## config.mk

```make
export PLATFORM = sky130hd
export DESIGN_NAME = alu_arbiter
export DESIGN_NICKNAME = d
export VERILOG_FILES = /design/src/rtl/alu_arbiter.sv
export SDC_FILE = /design/constraint.sdc
export NUM_CORES = 1
export LEC_CHECK = 0
export ABC_AREA = 1
export CAP_MARGIN = 20
export CORE_AREA = 2 2 206 208
export CTS_BUF_LIST = sky130_fd_sc_hd__clkbuf_16
export CTS_CLUSTER_SIZE = 16
export DETAILED_ROUTE_END_ITERATION = 8
export DIE_AREA = 0 0 208 210
export REMOVE_ABC_BUFFERS = 1
export SYNTH_ARGS = -nofsm -noshare
export SYNTH_HDL_FRONTEND = slang
export SYNTH_SLANG_ARGS = --single-unit
```

## constraint.sdc

```tcl
create_clock -name clk -period 2.4 [get_ports clk]
set_clock_uncertainty 0.05 [all_clocks]
set_input_delay 0.24 -clock clk [delete_from_list [all_inputs] [get_ports clk]]
set_output_delay 0.24 -clock clk [all_outputs]
set_load 0.005 [all_outputs]
```

## src/rtl/alu_arbiter.sv

```systemverilog
// alu_arbiter: shares one combinational RV64I ALU between the execute stage (req0)
// and the branch/address unit (req1).
//
// A grant picks at most one requester per cycle; the accepted operation is captured
// in a registered issue stage, drives the external ALU for one cycle, and the ALU
// result is captured in a registered response stage. Accepted in cycle N, the
// response is presented in cycle N+2 for exactly one cycle. There is no response
// backpressure.
//
// Build option:
//   ALU_ARB_FIXED_PRIO_EN  defined   -> req0 always wins contention (no rr_last state)
//                          undefined -> round-robin between the two requesters
//
// flush kills everything in flight: no transfer in the flush cycle, and the issue
// and response-valid registers clear at its end. A response already on the outputs
// during the flush cycle is left alone.

module alu_arbiter #(
   parameter int unsigned XLEN   = 64,
   parameter int unsigned FUNC_W = 4
) (
   input  logic              clk,
   input  logic              rst_n,
   input  logic              flush,

   input  logic              req0_valid,
   output logic              req0_ready,
   input  logic [FUNC_W-1:0] req0_function,
   input  logic [XLEN-1:0]   req0_operand_a,
   input  logic [XLEN-1:0]   req0_operand_b,

   input  logic              req1_valid,
   output logic              req1_ready,
   input  logic [FUNC_W-1:0] req1_function,
   input  logic [XLEN-1:0]   req1_operand_a,
   input  logic [XLEN-1:0]   req1_operand_b,

   output logic [FUNC_W-1:0] alu_function,
   output logic [XLEN-1:0]   alu_operand_a,
   output logic [XLEN-1:0]   alu_operand_b,
   input  logic [XLEN-1:0]   alu_result,
   input  logic              alu_result_eq_zero,

   output logic              rsp0_valid,
   output logic              rsp1_valid,
   output logic [XLEN-1:0]   rsp_result,
   output logic              rsp_zero
);

   // ------------------------------------------------------------------------
   // Arbitration
   // ------------------------------------------------------------------------
   logic grant0;
   logic grant1;
   logic xfer0;
   logic xfer1;
   logic xfer_any;

`ifdef ALU_ARB_FIXED_PRIO_EN
   // Fixed priority: req1 only gets the ALU when req0 is idle.
   always_comb begin
      grant0 = req0_valid;
      grant1 = req1_valid & ~req0_valid;
   end
`else
   // rr_last_q holds the requester granted by the most recent transfer.
   // Resetting it to 1 lets req0 win the first contention.
   logic rr_last_q;
   logic rr_last_d;

   // Round-robin grant: on contention, favour the requester not granted last.
   always_comb begin
      grant0 = req0_valid & (~req1_valid | rr_last_q);
      grant1 = req1_valid & (~req0_valid | ~rr_last_q);
   end

   // rr_last only moves on an actual transfer, so stalls and flushes keep fairness.
   always_comb begin
      rr_last_d = rr_last_q;
      if (xfer1) begin
         rr_last_d = 1'b1;
      end else if (xfer0) begin
         rr_last_d = 1'b0;
      end
   end

   // Round-robin history register.
   always_ff @(posedge clk or negedge rst_n) begin
      if (!rst_n) begin
         rr_last_q <= 1'b1;
      end else begin
         rr_last_q <= rr_last_d;
      end
   end
`endif

   // Ready is suppressed during flush and while reset is held so nothing is
   // accepted that the pipeline would immediately discard.
   assign req0_ready = grant0 & ~flush & rst_n;
   assign req1_ready = grant1 & ~flush & rst_n;

   // Grants are mutually exclusive and already qualified by valid.
   assign xfer0    = req0_ready;
   assign xfer1    = req1_ready;
   assign xfer_any = xfer0 | xfer1;

   // ------------------------------------------------------------------------
   // Issue stage
   // ------------------------------------------------------------------------
   logic              iss_valid_q;
   logic              iss_valid_d;
   logic              iss_owner_q;
   logic              iss_owner_d;
   logic [FUNC_W-1:0] iss_function_q;
   logic [FUNC_W-1:0] iss_function_d;
   logic [XLEN-1:0]   iss_a_q;
   logic [XLEN-1:0]   iss_a_d;
   logic [XLEN-1:0]   iss_b_q;
   logic [XLEN-1:0]   iss_b_d;

   // Capture the granted payload; the payload holds when idle since it is masked
   // at the ALU port anyway.
   always_comb begin
      iss_valid_d    = xfer_any;
      iss_owner_d    = iss_owner_q;
      iss_function_d = iss_function_q;
      iss_a_d        = iss_a_q;
      iss_b_d        = iss_b_q;
      if (xfer1) begin
         iss_owner_d    = 1'b1;
         iss_function_d = req1_function;
         iss_a_d        = req1_operand_a;
         iss_b_d        = req1_operand_b;
      end else if (xfer0) begin
         iss_owner_d    = 1'b0;
         iss_function_d = req0_function;
         iss_a_d        = req0_operand_a;
         iss_b_d        = req0_operand_b;
      end
   end

   // Issue-stage registers.
   always_ff @(posedge clk or negedge rst_n) begin
      if (!rst_n) begin
         iss_valid_q    <= 1'b0;
         iss_owner_q    <= 1'b0;
         iss_function_q <= '0;
         iss_a_q        <= '0;
         iss_b_q        <= '0;
      end else begin
         iss_valid_q    <= iss_valid_d;
         iss_owner_q    <= iss_owner_d;
         iss_function_q <= iss_function_d;
         iss_a_q        <= iss_a_d;
         iss_b_q        <= iss_b_d;
      end
   end

   // Idle ALU inputs are forced to zero so the shared ALU does not toggle.
   assign alu_function  = iss_valid_q ? iss_function_q : '0;
   assign alu_operand_a = iss_valid_q ? iss_a_q        : '0;
   assign alu_operand_b = iss_valid_q ? iss_b_q        : '0;

   // ------------------------------------------------------------------------
   // Response stage
   // ------------------------------------------------------------------------
   logic            rsp_fire;
   logic            rsp0_valid_q;
   logic            rsp0_valid_d;
   logic            rsp1_valid_q;
   logic            rsp1_valid_d;
   logic [XLEN-1:0] rsp_result_q;
   logic [XLEN-1:0] rsp_result_d;
   logic            rsp_zero_q;
   logic            rsp_zero_d;

   // A flush in the issue cycle kills the operation before it produces a response;
   // the result registers then keep their last value.
   always_comb begin
      rsp_fire     = iss_valid_q & ~flush;
      rsp0_valid_d = rsp_fire & ~iss_owner_q;
      rsp1_valid_d = rsp_fire & iss_owner_q;
      rsp_result_d = rsp_result_q;
      rsp_zero_d   = rsp_zero_q;
      if (rsp_fire) begin
         rsp_result_d = alu_result;
         rsp_zero_d   = alu_result_eq_zero;
      end
   end

   // Response-stage registers.
   always_ff @(posedge clk or negedge rst_n) begin
      if (!rst_n) begin
         rsp0_valid_q <= 1'b0;
         rsp1_valid_q <= 1'b0;
         rsp_result_q <= '0;
         rsp_zero_q   <= 1'b0;
      end else begin
         rsp0_valid_q <= rsp0_valid_d;
         rsp1_valid_q <= rsp1_valid_d;
         rsp_result_q <= rsp_result_d;
         rsp_zero_q   <= rsp_zero_d;
      end
   end

   assign rsp0_valid = rsp0_valid_q;
   assign rsp1_valid = rsp1_valid_q;
   assign rsp_result = rsp_result_q;
   assign rsp_zero   = rsp_zero_q;

endmodule

```

======== After elaboration in Yosys (flattened, before gate mapping) ========
Index checks and enable logic that the tools add are counted.
storage, ports and cells
  register bits after elaboration ......... 202
  bits in latches ......................... 0
  RAM bits ................................ 0
  memory bits (read-only) ................. 0
  input port bits ......................... 334
  output and inout bits ................... 201
  word-level logic and storage cells ...... 39
  memories kept ........................... 0
operators by class
  $add $sub $neg .......................... 0
  multipliers ............................. 0
  div/mod/pow operators ................... 0
  order comparisons ....................... 0
  equality and inequality tests ........... 0
  shifts and indexed selects .............. 0
  muxes and demuxes ....................... 11
  bitwise logic cells ..................... 17
  reduce and logical (&&, ||, !) cells .... 1
operators by type and width
  cell                count
  64-bit two-way mux  6
  4-bit two-way mux   3
  1-bit bitwise AND   9
  1-bit inverter      5
  1-bit bitwise OR    3
  1-bit two-way mux   2
  2-bit nonzero test  1

======== Depth between registers and ports, before layout ========
  depth in word-level cells ............... 7
  depth in mapped cells ................... 8
  mapped depth without buffers ............ 6

======== Least setup slack after synthesis ========
Ideal clock, no wire load.
  path type ............................... register to output
  start ................................... register rr_last_q
  end ..................................... output req1_ready
  arrival ................................. 1.197 ns
  slack ................................... 0.913 ns
  cell stages (with the launch flop) ...... 6
  path buffers ............................ 2
  cell sequence ........................... dfstp_2 -> nand2_1 -> nand3_2 -> buf_2 -> buf_2 -> inv_1
on the way
  word-level cells in the longest chain between the ends .. 5
RTL lines
  what                            RTL line  source
  start, declared                 68        logic rr_last_q;
  start signal, assigned          92        rr_last_q <= rr_last_d;
  1-bit inverter                  74        grant1 = req1_valid & (~req0_valid | ~rr_last_q);
  1-bit bitwise OR                74
  1-bit bitwise AND               74
  1-bit bitwise AND (2 in a row)  100       assign req1_ready = grant1 & ~flush & rst_n;
  end, declared                   33        output logic req1_ready,
No other way between the ends.

======== Final worst setup path ========
  start ................................... register iss_valid_q
  end ..................................... output alu_operand_a[58]
on the way
  word-level cells in the longest chain between the ends .. 1
RTL lines
  what                    RTL line  source
  start, declared         110       logic iss_valid_q;
  start signal, assigned  151       iss_valid_q <= iss_valid_d;
  64-bit two-way mux      161       assign alu_operand_a = iss_valid_q ? iss_a_q : '0;
  end, declared           39        output logic [XLEN-1:0] alu_operand_a,
No other way between the ends.

==> impl_metrics.ini <==
[synth]
synth_top_area_share_pct = 43.7
postSynthAreaPerCell_um2 = 7.23
yosysTopAreaCell = dfrtp_1
async_flop_share_pct = 100
synthTopCellsByArea = dfrtp_1 44%, inv_1 13%, nand2_1 13%
ys_seq_elements = 202
synth_ff_type = dfrtp_1
synth_common_cells = 399 x inv_1, 399 x nand2_1, 264 x nand3_1
syn_area_um2 = 11500
ys_types = 17
synthCells = 1592
synth_edf_count = 0
seq_area_frac_synth_pct = 43.9
yosysWarnings = 0

[global_routing]
use_met1_pct = 24.8
busiest_layer = met2
antenna_found_initial = 2
grt_pass1_wl_um = 68200
overflow = 0
grtUsageMet2_pct = 32.7
grt_pass1_vias = 12000
grt_use_total_pct = 19.3
grtUsageMet3_pct = 3.55
grt_max_degree = 162

[cells_and_area]
stdcell_count = 2623
drive_gt1_share_pct = 6.91
nets = 2398
area_growth_pct = 59.5
postLayoutCoreUtil_pct = 44.3
num-fill-cells = 4196

[clock_network]
cts.sinks = 202
clkSlewWorstSetupHoldPaths_ps = 60
root_buffer = clkbuf_16
cts_buffer_depth = 3
worstSkewPairLatency_ps = 540
cts_tree = built
cts_inserted_buffers = 26
htreeDepth = 1

[placement]
hpwl_um = 30000
place_congestion = 0.849
dp_cells = 2572
place_ws_ps = 262
io_buffer_count = 534

[pwr]
combPwrFrac_pct = 27.0
power_w = 0.0113
switching_power_w = 0.00317
p_int_w = 0.00811
peakVddDrop_mv = 0.449
p_sw_share_pct = 28.1
p_per_area_nw_per_um2 = 614
clock_power_share_pct = 33.8
p_leak_nw = 10.2
seq_power_share_pct = 39.2

[min_path]
hold_class = in2async

[die]
die-area_um2 = 43700
start_util_pct = 27.8
die_y_um = 210
pin_count = 535
num_rows = 75
core_area_um2 = 41500
die_w_um = 208

[sta]
worst_slack_ps = 52.9
setup-tns-final_ps = 0
max_freq_mhz = 426
finalCriticalPeriod_ps = 2350
drv_slew = 0
setup_viol = 0
rsz0062_at_grt = true
fin_crit_sh_pct = 97.8
final_hold_viol_count = 0
maxSlewHeadroom_pct = 37.0
worst_pin_slew_ps = 945

[drt]
initialDrtViolationCount = 921
route.detailed.drc = 0
drtPass1Iterations = 6
wl_um = 43400
viasPerCell = 4.57
ant_nets = 0
vias = 12000
wl_per_cell_um = 16.6

[worst_setup_path]
path_max_fanout = 35
crit_chain = buf_12 > nand2_1 > inv_1 > clkdlybuf4s50_1
worst-setup-path-type = reg2out
arrival_ps = 2060
required_ps = 2110
critical_path.max_stage_delay_ps = 520
cp_slowest_cell = clkdlybuf4s50_1
cp-start-kind = flip-flop
crit_path_end_kind = output port

[status]
outcome = finished, final reports clean

[job]
cap_violations = 0
worst paths after layout:
| path | start | end | slack, ps | cells past startpoint |
|---|---|---|---|---|
| min | rst_n | iss_b_q[5]$_DFFE_PN0P_ | 80 | 2 |
| max reg2reg | rr_last_q$_DFFE_PN1P_ | iss_a_q[33]$_DFFE_PN0P_ | 590 | 6 |
| max | iss_valid_q$_DFF_PN0_ | alu_operand_a[58] | 50 | 4 |
| min in group clk | alu_result[52] | rsp_result[52]$_DFFE_PN0P_ | 260 | 2 |
| min reg2reg | iss_owner_q$_DFFE_PN0P_ | rsp0_valid$_DFF_PN0_ | 370 | 1 |
| max in group asynchronous | rst_n | rsp_result[63]$_DFFE_PN0P_ | 700 | 4 |
layer usage:
layer  part of all wire (%)  wire length, um  vias to the layer above
met1                     41            17900                     5613
met4                    3.2             1400                        2
li1                       -                -                     5850
met3                    6.3             2720                       85
met2                     49            21400                      435
met5                  0.023               10                        -
stage by stage:
stage	area (um^2)	hold WS [ps]
finish	18400	79.1
global route	18400	68.0
CTS	18300	56.3
detailed placement	17400	21.8
global placement	17400	19.6
floorplan	11000	-106
worst max-delay path: cells and delay by family, from the launching register on:
kind          cells  cell delay (ps)
buf+inv           3              830
flops             1              510
simple gates      1              160
flip-flops by register name, indices dropped and copies added, names as in the netlist:
name            cells
rsp1_valid          1
rsp_result         64
iss_function_q      4
rr_last_q           1
iss_owner_q         1
iss_valid_q         1
iss_b_q            64
rsp0_valid          1
iss_a_q            64
rsp_zero            1
placed cells by master (no fill, tap or decap), drive strengths merged, types with 2 or more instances in the layout:
cell type and n:
nor2 2, bufinv 3, dlygate4sd2 3, inv 407, clkinv 12, mux2 65, nand4 132, dfrtp 201
o21ai 2, dlymetal6s2s 19, nand3 267, buf 29, nand2 400, clkdlybuf4s50 511, clkbuf 27
logic make-up after synthesis:
| group | share of synthesized area [%] |
|---|---|
| DFF | 43.9 |
| buffers and inverters | 17.5 |
| and+or+nand+nor | 32.0 |
| muxes | 6.36 |
| AOI/OAI and AO/OA | 0.130 |
final cells by class:
type	instances	area [um^2]	area share, %
flip-flops and latches	202	5060	27.6
diodes	1	2.50	0.0136
inverters	401	1510	8.22
clock buffers	26	651	3.54
clock inverters	21	184	1.00
repair buffers	564	5810	31.6
multi-input cells	869	4480	24.4
well taps	539	674	3.67
power by group through the flow:
| stage | clock network [W] | registers [W] | logic (W) |
|---|---|---|---|
| floorplan | 0 | 0.00443 | 0.00116 |
| global placement | 0 | 0.00446 | 0.00302 |
| detailed placement | 0 | 0.00447 | 0.00306 |
| CTS | 0.00394 | 0.00442 | 0.00310 |
| global route | 0.00408 | 0.00450 | 0.00335 |
| finish | 0.00381 | 0.00442 | 0.00305 |
repair_timing:
action,CTS,global route
gates cloned,1,0
endpoints found under the hold margin,98,0
buffers inserted,1,0
endpoints found under the setup margin,83,44
gates resized for setup,4,23
hold buffers,1,0
Note: power is estimated with default switching activity, not from simulation.
